<file path="config.mk">
export PLATFORM = sky130hd
export DESIGN_NAME = eater_ctrl_seq
export DESIGN_NICKNAME = d
export VERILOG_FILES = /design/src/rtl/eater_pkg.sv /design/src/rtl/eater_ucode_rom.sv /design/src/rtl/eater_ctrl_seq.sv
export SDC_FILE = /design/constraint.sdc
export NUM_CORES = 1
export LEC_CHECK = 0
export BUFFER_PORTS_ARGS = -buffer_cell sky130_fd_sc_hd__clkbuf_2
export CORE_MARGIN = 2
export CORE_UTILIZATION = 30
export DETAILED_ROUTE_END_ITERATION = 8
export MAX_ROUTING_LAYER = met4
export SYNTH_ARGS = -nofsm -noshare
export SYNTH_HDL_FRONTEND = slang
export SYNTH_HIERARCHICAL = 1
export SYNTH_SLANG_ARGS = --single-unit
</file>
<file path="constraint.sdc">
create_clock -name clk -period 2.55 [get_ports clk]
set_clock_uncertainty 0.05 [all_clocks]
set_input_delay 0.51 -clock clk [delete_from_list [all_inputs] [get_ports clk]]
set_output_delay 0.51 -clock clk [all_outputs]
set_load 0.01 [all_outputs]
</file>
<file path="src/rtl/eater_pkg.sv">
// Shared constants for the 8-bit bus computer control path: opcodes,
// control-word bit positions/masks and the microstep count.
package eater_pkg;

    localparam int NSTEPS = 5;

    localparam logic [3:0] OP_NOP = 4'h0;
    localparam logic [3:0] OP_LDA = 4'h1;
    localparam logic [3:0] OP_ADD = 4'h2;
    localparam logic [3:0] OP_SUB = 4'h3;
    localparam logic [3:0] OP_STA = 4'h4;
    localparam logic [3:0] OP_LDI = 4'h5;
    localparam logic [3:0] OP_JMP = 4'h6;
    localparam logic [3:0] OP_JC  = 4'h7;
    localparam logic [3:0] OP_JZ  = 4'h8;
    localparam logic [3:0] OP_OUT = 4'hE;
    localparam logic [3:0] OP_HLT = 4'hF;

    // Word layout, MSB first: {hlt,mi,ri,ro,io,ii,ai,ao,eo,su,bi,oi,ce,co,j,fi}
    localparam int B_HLT = 15;
    localparam int B_MI  = 14;
    localparam int B_RI  = 13;
    localparam int B_RO  = 12;
    localparam int B_IO  = 11;
    localparam int B_II  = 10;
    localparam int B_AI  = 9;
    localparam int B_AO  = 8;
    localparam int B_EO  = 7;
    localparam int B_SU  = 6;
    localparam int B_BI  = 5;
    localparam int B_OI  = 4;
    localparam int B_CE  = 3;
    localparam int B_CO  = 2;
    localparam int B_J   = 1;
    localparam int B_FI  = 0;

    function automatic logic [15:0] ctrl_bit(input int idx);
        return 16'h0001 << idx;
    endfunction

    localparam logic [15:0] C_HLT = ctrl_bit(B_HLT);
    localparam logic [15:0] C_MI  = ctrl_bit(B_MI);
    localparam logic [15:0] C_RI  = ctrl_bit(B_RI);
    localparam logic [15:0] C_RO  = ctrl_bit(B_RO);
    localparam logic [15:0] C_IO  = ctrl_bit(B_IO);
    localparam logic [15:0] C_II  = ctrl_bit(B_II);
    localparam logic [15:0] C_AI  = ctrl_bit(B_AI);
    localparam logic [15:0] C_AO  = ctrl_bit(B_AO);
    localparam logic [15:0] C_EO  = ctrl_bit(B_EO);
    localparam logic [15:0] C_SU  = ctrl_bit(B_SU);
    localparam logic [15:0] C_BI  = ctrl_bit(B_BI);
    localparam logic [15:0] C_OI  = ctrl_bit(B_OI);
    localparam logic [15:0] C_CE  = ctrl_bit(B_CE);
    localparam logic [15:0] C_CO  = ctrl_bit(B_CO);
    localparam logic [15:0] C_J   = ctrl_bit(B_J);
    localparam logic [15:0] C_FI  = ctrl_bit(B_FI);

endpackage

</file>
<file path="src/rtl/eater_ucode_rom.sv">
// Combinational microcode: (opcode, step, flags) -> control word and the
// last active step of the opcode.
module eater_ucode_rom
    import eater_pkg::*;
(
    input  logic [3:0]  opcode,
    input  logic [2:0]  step,
    input  logic        carry,
    input  logic        zero,
    output logic [15:0] ctrl_word,
    output logic [2:0]  last_step
);

    logic [15:0] exec_s;

    // Execute-phase strobes per opcode; unlisted opcodes behave as NOP.
    always_comb begin
        exec_s    = 16'h0000;
        last_step = 3'd1;
        case (opcode)
            OP_LDA: begin
                last_step = 3'd3;
                case (step)
                    3'd2:    exec_s = C_IO | C_MI;
                    3'd3:    exec_s = C_RO | C_AI;
                    default: exec_s = 16'h0000;
                endcase
            end
            OP_ADD, OP_SUB: begin
                last_step = 3'd4;
                case (step)
                    3'd2:    exec_s = C_IO | C_MI;
                    3'd3:    exec_s = C_RO | C_BI;
                    3'd4:    exec_s = C_EO | C_AI | C_FI | ((opcode == OP_SUB) ? C_SU : 16'h0000);
                    default: exec_s = 16'h0000;
                endcase
            end
            OP_STA: begin
                last_step = 3'd3;
                case (step)
                    3'd2:    exec_s = C_IO | C_MI;
                    3'd3:    exec_s = C_AO | C_RI;
                    default: exec_s = 16'h0000;
                endcase
            end
            OP_LDI: begin
                last_step = 3'd2;
                exec_s    = (step == 3'd2) ? (C_IO | C_AI) : 16'h0000;
            end
            OP_JMP: begin
                last_step = 3'd2;
                exec_s    = (step == 3'd2) ? (C_IO | C_J) : 16'h0000;
            end
            OP_JC: begin
                last_step = 3'd2;
                exec_s    = ((step == 3'd2) && carry) ? (C_IO | C_J) : 16'h0000;
            end
            OP_JZ: begin
                last_step = 3'd2;
                exec_s    = ((step == 3'd2) && zero) ? (C_IO | C_J) : 16'h0000;
            end
            OP_OUT: begin
                last_step = 3'd2;
                exec_s    = (step == 3'd2) ? (C_AO | C_OI) : 16'h0000;
            end
            OP_HLT: begin
                last_step = 3'd2;
                exec_s    = (step == 3'd2) ? C_HLT : 16'h0000;
            end
            default: begin
                last_step = 3'd1;
                exec_s    = 16'h0000;
            end
        endcase
    end

    // Fetch steps are common to every opcode.
    always_comb begin
        ctrl_word = 16'h0000;
        case (step)
            3'd0:    ctrl_word = C_CO | C_MI;
            3'd1:    ctrl_word = C_RO | C_II | C_CE;
            default: ctrl_word = exec_s;
        endcase
    end

endmodule

</file>
<file path="src/rtl/eater_ctrl_seq.sv">
// Microstep sequencer: step counter, halt latch, and the clr/halt overrides
// applied on top of the microcode ROM output.
module eater_ctrl_seq
    import eater_pkg::*;
#(
    parameter bit EARLY_END = 1'b1,
    parameter int NSTEPS    = eater_pkg::NSTEPS
)(
    input  logic        clk,
    input  logic        clr,
    input  logic        ena,
    input  logic [3:0]  opcode,
    input  logic        carry,
    input  logic        zero,
    output logic [15:0] ctrl,
    output logic [2:0]  step,
    output logic        halted
);

    localparam logic [2:0] FINAL_STEP = 3'(NSTEPS - 1);

    logic [2:0]  step_r;
    logic        halted_r;
    logic [15:0] rom_word_s;
    logic [2:0]  rom_last_s;
    logic        wrap_s;

    eater_ucode_rom u_rom (
        .opcode    (opcode),
        .step      (step_r),
        .carry     (carry),
        .zero      (zero),
        .ctrl_word (rom_word_s),
        .last_step (rom_last_s)
    );

    // Return to fetch after the opcode's last step (early end) or after T4.
    always_comb begin
        wrap_s = 1'b0;
        if ((EARLY_END && (step_r == rom_last_s)) || (step_r == FINAL_STEP)) begin
            wrap_s = 1'b1;
        end else begin
            wrap_s = 1'b0;
        end
    end

    // Step counter and halt latch; halt freezes the step at T2.
    always_ff @(posedge clk) begin
        if (clr) begin
            step_r   <= 3'd0;
            halted_r <= 1'b0;
        end else if (ena) begin
            if (halted_r) begin
                step_r <= step_r;
            end else if (rom_word_s[B_HLT]) begin
                halted_r <= 1'b1;
            end else if (wrap_s) begin
                step_r <= 3'd0;
            end else begin
                step_r <= step_r + 3'd1;
            end
        end
    end

    // clr silences the bus; a halted machine shows only the hlt strobe.
    always_comb begin
        ctrl = 16'h0000;
        if (clr) begin
            ctrl = 16'h0000;
        end else if (halted_r) begin
            ctrl = C_HLT;
        end else begin
            ctrl = rom_word_s;
        end
    end

    assign step   = step_r;
    assign halted = halted_r;

endmodule

</file>
==> insert_results.sql <==
INSERT INTO impl_metrics (metric_group, metric, value, unit) VALUES
('run_status', 'run_status', 'finished, final reports clean', ''),
('timing', 'min_period', '2.395', 'ns'),
('layout', 'nets', '133', ''),
('synth', 'netlist_top_cells_count', 'sky130_fd_sc_hd__and2_1, sky130_fd_sc_hd__a21oi_1, sky130_fd_sc_hd__nand2_1, sky130_fd_sc_hd__nor2_1', ''),
('timing', 'finalCritPeriodShare', '93.92', '%'),
('power_and_ir_drop', 'worst_voltage_drop_across_the_vdd_grid', '330.9', 'µV'),
('clocking', 'tritoncts', 'yes', ''),
('power_and_ir_drop', 'power_per_cell_area', '300.1', 'nW/µm²'),
('synth', 'synth.top_cells.by_area', 'sky130_fd_sc_hd__and2_1, sky130_fd_sc_hd__dfxtp_1, sky130_fd_sc_hd__a21oi_1', ''),
('routing', 'avgRoutedWirePerCell', '10.49', 'µm'),
('worst_setup_path', 'worst-setup-path-type', 'primary input to output port', ''),
('worst_setup_path', 'crit_path_max_incr_delay', '0.45', 'ns'),
('clocking', 'clkSinkCount', '4', ''),
('layout', 'n_antenna_cell', '0', ''),
('synth', 'synth_seq_area_share', '11.99', '%'),
('timing', 'timing.fmax', '0.4176', 'GHz'),
('worst_setup_path', 'crit_path_start_kind', 'primary input', ''),
('clocking', 'cts.root.buffer_cell', 'sky130_fd_sc_hd__clkbuf_4', ''),
('synth', 'yosys.cell_types.count', '38', ''),
('clocking', 'clock_transition_at_the_register_clock_pins_on_the_worst_setup_and_hold_paths_after_cts', '0.04', 'ns'),
('routing', 'via_count', '712', ''),
('placement', 'dp_hpwl', '1169', 'µm'),
('timing', 'max_slew.worst_pin.slew', '0.6301', 'ns'),
('synth', 'synth_edf_count', '0', ''),
('timing', 'max_slew_margin', '57.93', '%'),
('layout', 'syn_to_final_growth', '26.59', '%'),
('timing', 'tns', '0', 'ns'),
('clocking', 'postcts_resize_cnt', '0', ''),
('die', 'std_cell_rows', '17', ''),
('power_and_ir_drop', 'power.leakage', '0.0003828', 'µW'),
('die', 'die-area', '2620', 'µm²'),
('die', 'io_pins', '29', ''),
('synth', 'asyncSetResetFlopFracSynth', '0', '%'),
('worst_setup_path', 'timing.critical_path.arrival', '1.83', 'ns'),
('synth', 'synth_area_leader_cell', 'sky130_fd_sc_hd__and2_1', ''),
('synth', 'post_synth_instance_area', '668.1', 'µm²'),
('timing', 'worst_hold_slack', '0.4556', 'ns'),
('placement', 'pre_cts_slack', '0.1573', 'ns'),
('global_route', 'initial_antenna_violation_count', '0', ''),
('power_and_ir_drop', 'design_power_total', '253.8', 'µW'),
('die', 'core_region_area', '2148', 'µm²'),
('global_route', 'grt_pass1_wl', '2656', 'µm'),
('clocking', 'cts_max_level', '1', ''),
('clocking', 'hold_buffers', '0', ''),
('worst_setup_path', 'cp_cell_sequence', 'clkbuf_2 > or3b_4 > nor4b_4 > and2_1 > and2_1 > clkbuf_2', ''),
('die', 'chipWidth', '51.19', 'µm'),
('clocking', 'cts_made_buffers', '3', ''),
('timing', 'setup-violations-final', '0', ''),
('layout', 'final_core_util', '39.37', '%'),
('run', 'maxCapViolCount', '0', ''),
('timing', 'rsz0062_at_grt', 'false', ''),
('synth', 'synth_flop_cell', 'sky130_fd_sc_hd__dfxtp_1', ''),
('worst_setup_path', 'crit_path_end_kind', 'output port', ''),
('routing', 'post-route-drc-count', '0', ''),
('worst_hold_path', 'hold_depth', '2', ''),
('synth', 'synthesis.area_per_instance', '7.184', 'µm²'),
('synth', 'post_synth_inst_count', '93', ''),
('routing', 'final_antenna_net_count', '0', ''),
('timing', 'final_hold_viol_count', '0', ''),
('die', 'die_height', '51.19', 'µm'),
('worst_setup_path', 'timing.critical_path.fanout_max', '13', ''),
('placement', 'gp_congestion', '0.7678', ''),
('timing', 'final.setup.worst_slack', '0.1551', 'ns'),
('worst_setup_path', 'worstPathRequired', '1.99', 'ns'),
('routing', 'drt_iter0_markers', '12', ''),
('worst_setup_path', 'cpMaxStageDelayCell', 'sky130_fd_sc_hd__or3b_4', ''),
('synth', 'yosys_warnings', '6', ''),
('worst_hold_path', 'hold_class', 'primary input to flop', ''),
('routing', 'pre_repair_dr_iteration_count', '4', ''),
('layout', 'drive_above_1_share', '34.17', '%'),
('global_route', 'grt_overflow', '0', '');
## flip-flops by register name, summed over array words and instances, names as in the netlist
register,count
step,3
halted,1
## through the flow
step | instance area [µm²] | cells
5_1_grt | 845.8 | 148
3_3_place_gp | 823.3 | 145
2_1_floorplan | 668.1 | 93
4_1_cts | 845.8 | 148
6_report | 845.8 | 148
3_5_place_dp | 823.3 | 145
## cell type report
| cell class | count | area (µm²) |
|---|---|---|
| clock buffers | 3 | 22.52 |
| fillers | 225 | 1303 |
| inverters | 4 | 15.01 |
| multi-input cells | 77 | 523.0 |
| flip-flops and latches | 4 | 80.08 |
| well taps | 28 | 35.03 |
| repair buffers | 32 | 170.2 |
## layer usage
metal	vias up	global-route usage (%)	routed length (µm)
met2	23	20.13	678
li1	380	-	-
met3	0	3.509	84
met4	0	2.703	0
met1	309	17.49	790
met5	-	-	0
## layout by cell type (no fill, tap or decap), drive strengths merged, types with 3 or more instances in the layout
cell    count
dfxtp       4
inv         4
nor2        8
buf         4
clkbuf     31
nand4       3
a21oi       8
xnor2       3
nand2       8
nor4b       3
and2       17
## worst paths after layout
kind	start	to	slack, ns
min	clr	step[1]	0.46
max reg2reg	step[1]	step[2]	0.87
min reg2reg	halted	halted	0.47
max	opcode[2]	ctrl[6]	0.16
## power by group
group / leakage, µW / internal, µW / switching, µW
Sequential: 0.0000325 / 66.0 / 12.1
Combinational: 0.000336 / 47.3 / 52.3
Clock: 0.0000138 / 52.5 / 23.6
## logic make-up after synthesis
group           share of synthesized area, %
flops                                  11.99
compound gates                         17.04
fa+ha+maj                              3.745
xor+xnor                               5.244
simple gates                           52.25
buf+inv                                9.736
## worst max-delay path: cells and delay by family
family | cells | cell delay [ns]
AND/OR/NAND/NOR | 4 | 1.00
buffers and inverters | 2 | 0.32
(Power assumes the default switching activity.)
